File: src/rtl/uart_rx_div.sv
// UART receiver (start, DATA_BITS data LSB first, one stop) whose bit period is 2*(div+1) clk
// cycles, matching the divided clock; delivers bytes on a valid/ready port.
module uart_rx_div #(
    parameter int unsigned CLK_CNT_WIDTH = 16,
    parameter int unsigned DATA_BITS     = 8
) (
    input  logic                     clk,
    input  logic                     reset,
    input  logic [CLK_CNT_WIDTH-1:0] div,
    input  logic                     rx,
    output logic [DATA_BITS-1:0]     data_out,
    output logic                     out_valid,
    input  logic                     out_ready,
    output logic                     frame_err,
    output logic                     overrun,
    output logic                     busy
);

    localparam int unsigned IdxW = $clog2(DATA_BITS);

    localparam logic [1:0] StIdle  = 2'd0;
    localparam logic [1:0] StStart = 2'd1;
    localparam logic [1:0] StData  = 2'd2;
    localparam logic [1:0] StStop  = 2'd3;

    logic                     rx_meta_q, rs_q, rs_dly_q;
    logic [1:0]               state_q, state_d;
    logic [CLK_CNT_WIDTH-1:0] cnt_q, cnt_d;
    logic [CLK_CNT_WIDTH-1:0] div_q, div_d;
    logic                     phase_q, phase_d;
    logic [IdxW-1:0]          idx_q, idx_d;
    logic [DATA_BITS-1:0]     shift_q, shift_d;
    logic [DATA_BITS-1:0]     data_q, data_d;
    logic                     valid_q, valid_d;
    logic                     ferr_q, ferr_d;
    logic                     ovr_q, ovr_d;
    logic                     cnt_hit;

    always_comb begin
        state_d = state_q;
        cnt_d   = cnt_q;
        div_d   = div_q;
        phase_d = phase_q;
        idx_d   = idx_q;
        shift_d = shift_q;
        data_d  = data_q;
        valid_d = valid_q;
        ferr_d  = 1'b0;
        ovr_d   = 1'b0;
        cnt_hit = (cnt_q == div_q);

        if (valid_q && out_ready) begin
            valid_d = 1'b0;
        end

        unique case (state_q)
            StIdle: begin
                if (rs_dly_q && !rs_q) begin
                    div_d   = div;
                    cnt_d   = '0;
                    phase_d = 1'b0;
                    state_d = StStart;
                end
            end
            StStart: begin
                if (cnt_hit) begin
                    cnt_d = '0;
                    if (!rs_q) begin
                        idx_d   = '0;
                        phase_d = 1'b0;
                        state_d = StData;
                    end else begin
                        state_d = StIdle;
                    end
                end else begin
                    cnt_d = cnt_q + CLK_CNT_WIDTH'(1);
                end
            end
            StData: begin
                if (cnt_hit) begin
                    // Two half-bit wraps per bit; sample on the second.
                    cnt_d   = '0;
                    phase_d = !phase_q;
                    if (phase_q) begin
                        shift_d = {rs_q, shift_q[DATA_BITS-1:1]};
                        if (idx_q == IdxW'(DATA_BITS - 1)) begin
                            state_d = StStop;
                        end else begin
                            idx_d = idx_q + IdxW'(1);
                        end
                    end
                end else begin
                    cnt_d = cnt_q + CLK_CNT_WIDTH'(1);
                end
            end
            StStop: begin
                if (cnt_hit) begin
                    cnt_d   = '0;
                    phase_d = !phase_q;
                    if (phase_q) begin
                        state_d = StIdle;
                        if (!rs_q) begin
                            ferr_d = 1'b1;
                        end else if (!valid_q || out_ready) begin
                            data_d  = shift_q;
                            valid_d = 1'b1;
                        end else begin
                            ovr_d = 1'b1;
                        end
                    end
                end else begin
                    cnt_d = cnt_q + CLK_CNT_WIDTH'(1);
                end
            end
            default: state_d = StIdle;
        endcase
    end

    always_ff @(posedge clk or posedge reset) begin
        if (reset) begin
            rx_meta_q <= 1'b1;
            rs_q      <= 1'b1;
            rs_dly_q  <= 1'b1;
            state_q   <= StIdle;
            cnt_q     <= '0;
            div_q     <= '0;
            phase_q   <= 1'b0;
            idx_q     <= '0;
            shift_q   <= '0;
            data_q    <= '0;
            valid_q   <= 1'b0;
            ferr_q    <= 1'b0;
            ovr_q     <= 1'b0;
        end else begin
            rx_meta_q <= rx;
            rs_q      <= rx_meta_q;
            rs_dly_q  <= rs_q;
            state_q   <= state_d;
            cnt_q     <= cnt_d;
            div_q     <= div_d;
            phase_q   <= phase_d;
            idx_q     <= idx_d;
            shift_q   <= shift_d;
            data_q    <= data_d;
            valid_q   <= valid_d;
            ferr_q    <= ferr_d;
            ovr_q     <= ovr_d;
        end
    end

    assign data_out  = data_q;
    assign out_valid = valid_q;
    assign frame_err = ferr_q;
    assign overrun   = ovr_q;
    assign busy      = (state_q != StIdle);

endmodule

File: config.mk
export PLATFORM = sky130hd
export DESIGN_NAME = uart_rx_div
export DESIGN_NICKNAME = d
export VERILOG_FILES = /design/src/rtl/uart_rx_div.sv
export SDC_FILE = /design/constraint.sdc
export NUM_CORES = 1
export LEC_CHECK = 0
export CAP_MARGIN = 25
export CORE_ASPECT_RATIO = 1.25
export CORE_MARGIN = 2
export CORE_UTILIZATION = 40
export DETAILED_ROUTE_END_ITERATION = 8
export SLEW_MARGIN = 20
export SYNTH_ARGS = -nofsm -noshare
export SYNTH_HDL_FRONTEND = slang
export SYNTH_SLANG_ARGS = --single-unit
File: constraint.sdc
create_clock -name clk -period 2.6 [get_ports clk]
set_input_delay 0.39 -clock clk [delete_from_list [all_inputs] [get_ports clk]]
set_output_delay 0.39 -clock clk [all_outputs]
set_load 0.01 [all_outputs]
==> impl_metrics.env <==
export IMPL_timing_final_crit_period_ns=2.25
export IMPL_critical_path_required_ns=2.82
export IMPL_routabilityCongestion=0.847
export IMPL_fin_tns_setup_ns=0
export IMPL_met3_usage=0.0418
export IMPL_min_from="rx_meta_q$_DFF_PP1_"
export IMPL_reg2reg_from="cnt_q[4]$_DFFE_PP0P_"
export IMPL_holdBufCountCts=0
export IMPL_cts_num_sinks=60
export IMPL_drv_cap=0
export IMPL_p_sw_uw=700
export IMPL_start_util=0.408
export IMPL_p_per_area_nw_per_um2=725
export IMPL_cp_start_kind="register"
export IMPL_post_route_period_util=0.866
export IMPL_worst_pin_slew_ns=0.567
export IMPL_diodes=0
export IMPL_combPwrFrac=0.153
export IMPL_synth_top_area_frac=0.508
export IMPL_synth_seq_cells=60
export IMPL_cts_buffers=9
export IMPL_drv_slew=0
export IMPL_setup_viol=0
export IMPL_antenna_found_initial=0
export IMPL_postCtsResizedCells=0
export IMPL_cts_buffer_depth=2
export IMPL_status="finished clean"
export IMPL_maxSlewHeadroom=0.621
export IMPL_end_kind="register"
export IMPL_drt_iter0_markers=121
export IMPL_grt_overflow=0
export IMPL_area_growth_pct=24.2
export IMPL_yosysSeqAreaShare=0.536
export IMPL_netlist_area_um2=2810
export IMPL_yosysWarnings=0
export IMPL_drc=0
export IMPL_grt_setup_unrepaired="no"
export IMPL_cts_root_buf="clkbuf_8"
export IMPL_synth_area_top_cells="dfrtp_1, mux2_2, xor2_1, nand2_1, dfstp_2"
export IMPL_tritoncts="yes"
export IMPL_firstDrtPassIters=4
export IMPL_coreArea_um2=6890
export IMPL_grt_met1_usage=0.203
export IMPL_cp_arrival_ns=2.47
export IMPL_cts_setup_buffers=0
export IMPL_grt_busiest_layer="met2"
export IMPL_final_cell_area_um2=3490
export IMPL_p_sw_frac=0.277
export IMPL_nets=303
export IMPL_p_int_uw=1830
export IMPL_criticalPathCategory="register to register"
export IMPL_clkLatencyLatePin_ns=0.34
export IMPL_vias_per_cell=5.26
export IMPL_critical_path_startpoint="cnt_q[4]$_DFFE_PP0P_"
export IMPL_hold_viol=0
export IMPL_yosysTopAreaCell="dfrtp_1"
export IMPL_die_y_um=97.7
export IMPL_crit_fanout=15
export IMPL_avgSynthCellArea_um2=11.7
export IMPL_die_w_um=79.0
export IMPL_gr_usage_met2=0.267
export IMPL_final_antenna_net_count=0
export IMPL_syn_nets=263
export IMPL_synth_cells=240
export IMPL_total_power_uw=2530
export IMPL_regArea_um2=1510
export IMPL_synth_async_reset_ratio=1.00
export IMPL_synth_edff_count=0
export IMPL_vias=1971
export IMPL_clock_skew_ns=0.00928
export IMPL_grt_pass1_wl_um=9650
export IMPL_die_area_um2=7720
export IMPL_first_global_vias=2007
export IMPL_multi_input_area_um2=1220
export IMPL_synthTopCellsByCount="dfrtp_1, mux2_2, nand2_1, xor2_1, inv_1"
export IMPL_clk_pin_slew_ns=0.07
export IMPL_place_area_um2=3270
export IMPL_ir_drop_mv=0.373
export IMPL_fillers=640
export IMPL_drt_wl_total_um=5690
export IMPL_pwr_share_seq=0.484
export IMPL_clkPwrFrac=0.363
export IMPL_hold_path_class="register to register"
export IMPL_layout_drive_gt1_share=0.225
export IMPL_port_buffers=31
export IMPL_leakagePower_uw=0.00159
export IMPL_post_drt_wl_per_cell_um=15.2
export IMPL_grt_use_total=0.163
export IMPL_synthMostInstantiatedCell="dfrtp_1"
export IMPL_place_hpwl_um=3990
export IMPL_synth_top_flop_cell="dfrtp_1"
export IMPL_ios=32
export IMPL_rows=34
export IMPL_grt_max_degree=35
export IMPL_max_clock_freq_mhz=444
export IMPL_synth_distinct_cells=41
export IMPL_cts_max_level=3
export IMPL_post_route_util=0.507
==> power by group through the flow <==
stage               clock network (µW)  logic [µW]  registers, µW
floorplan                            0         328           1180
global placement                     0         382           1240
detailed placement                   0         393           1250
CTS                                939         397           1230
global route                       985         437           1250
finish                             918         388           1220
==> registers in the layout, summed over array words and instances, names as in the netlist, named ones only <==
signal and cells:
phase_q 1, rs_dly_q 1, state_q 1, shift_q 8
frame_err 1, div_q 16, idx_q 3, data_out 8
rs_q 1, overrun 1, out_valid 1, cnt_q 16
rx_meta_q 1
==> cells by family (layout without fill, tap and decap cells) <==
| kind of cell | after synthesis | in the layout | synth area share |
|---|---|---|---|
| flip-flops | 60 | 60 | 0.536 |
| XOR/XNOR | 19 | 19 | 0.0592 |
| AND/OR/NAND/NOR | 71 | 71 | 0.147 |
| buffers and inverters | 21 | 66 | 0.0316 |
| multiplexers | 35 | 35 | 0.139 |
| AO/OA/AOI/OAI | 31 | 31 | 0.0744 |
| adder cells (fa/ha/maj) | 3 | 3 | 0.0134 |
==> stage by stage <==
step                hold slack, ns  cells  worst slack [ns]
floorplan                    0.345    240             0.662
global placement             0.347    359             0.358
detailed placement           0.351    359             0.342
finish                       0.357    375             0.349
global route                 0.366    375             0.238
CTS                          0.364    375             0.320
==> per-layer routing <==
| metal | vias to the layer above | routed length, µm |
|---|---|---|
| met4 | 0 | 112 |
| met1 | 980 | 2480 |
| met2 | 38 | 2890 |
| met3 | 9 | 213 |
| li1 | 944 | - |
| met5 | - | 0 |
==> critical path, cell delays in order, from the launching register on <==
cell	delay (ns)
dfrtp_1	0.48
xor2_1	0.20
nor4_1	0.47
nand4_2	0.16
buf_4	0.22
nor2_4	0.24
mux2_2	0.36
==> layout make-up <==
| type | count | share of cell area |
|---|---|---|
| sequential | 60 | 0.431 |
| multi-input combinational | 159 | 0.348 |
| timing repair buffer | 40 | 0.115 |
| clock buffer | 10 | 0.0366 |
| tap | 90 | 0.0323 |
| clock inverter | 6 | 0.0254 |
| inverter | 10 | 0.0108 |
==> worst paths after layout <==
| path | end | slack [ns] | depth (start not counted) |
|---|---|---|---|
| worst max-delay path | shift_q[6]$_DFFE_PP0P_ | 0.35 | 6 |
| worst min-delay path | rs_q$_DFF_PP1_ | 0.36 | 0 |
| worst max register to register | shift_q[6]$_DFFE_PP0P_ | 0.35 | 6 |
| worst min register to register | rs_q$_DFF_PP1_ | 0.36 | 0 |
| max in group asynchronous | cnt_q[3]$_DFFE_PP0P_ | 1.60 | 3 |
| min in group asynchronous | data_out[0]$_DFFE_PP0P_ | 0.42 | 2 |
==> cell usage in the layout (no fill, tap or decap), types with 2 or more instances in the layout <==
cell / n
nor2b_1: 2
inv_1: 9
clkbuf_8: 9
bufinv_16: 2
buf_4: 7
nand2b_1: 4
mux2_2: 32
clkinvlp_4: 2
o311ai_0: 4
dfrtp_1: 57
o22ai_1: 4
nand3_1: 7
o21ai_0: 8
and4_1: 3
ha_1: 3
xor2_1: 19
o21a_1: 2
nor3_1: 3
buf_12: 2
nor4_1: 4
nor2_1: 5
dfstp_2: 3
a21oi_1: 2
a31oi_1: 5
or3_1: 2
nand4_1: 9
clkdlybuf4s50_1: 31
nand2_1: 23
mux2i_1: 3
Note: power is estimated with default switching activity, not from simulation.
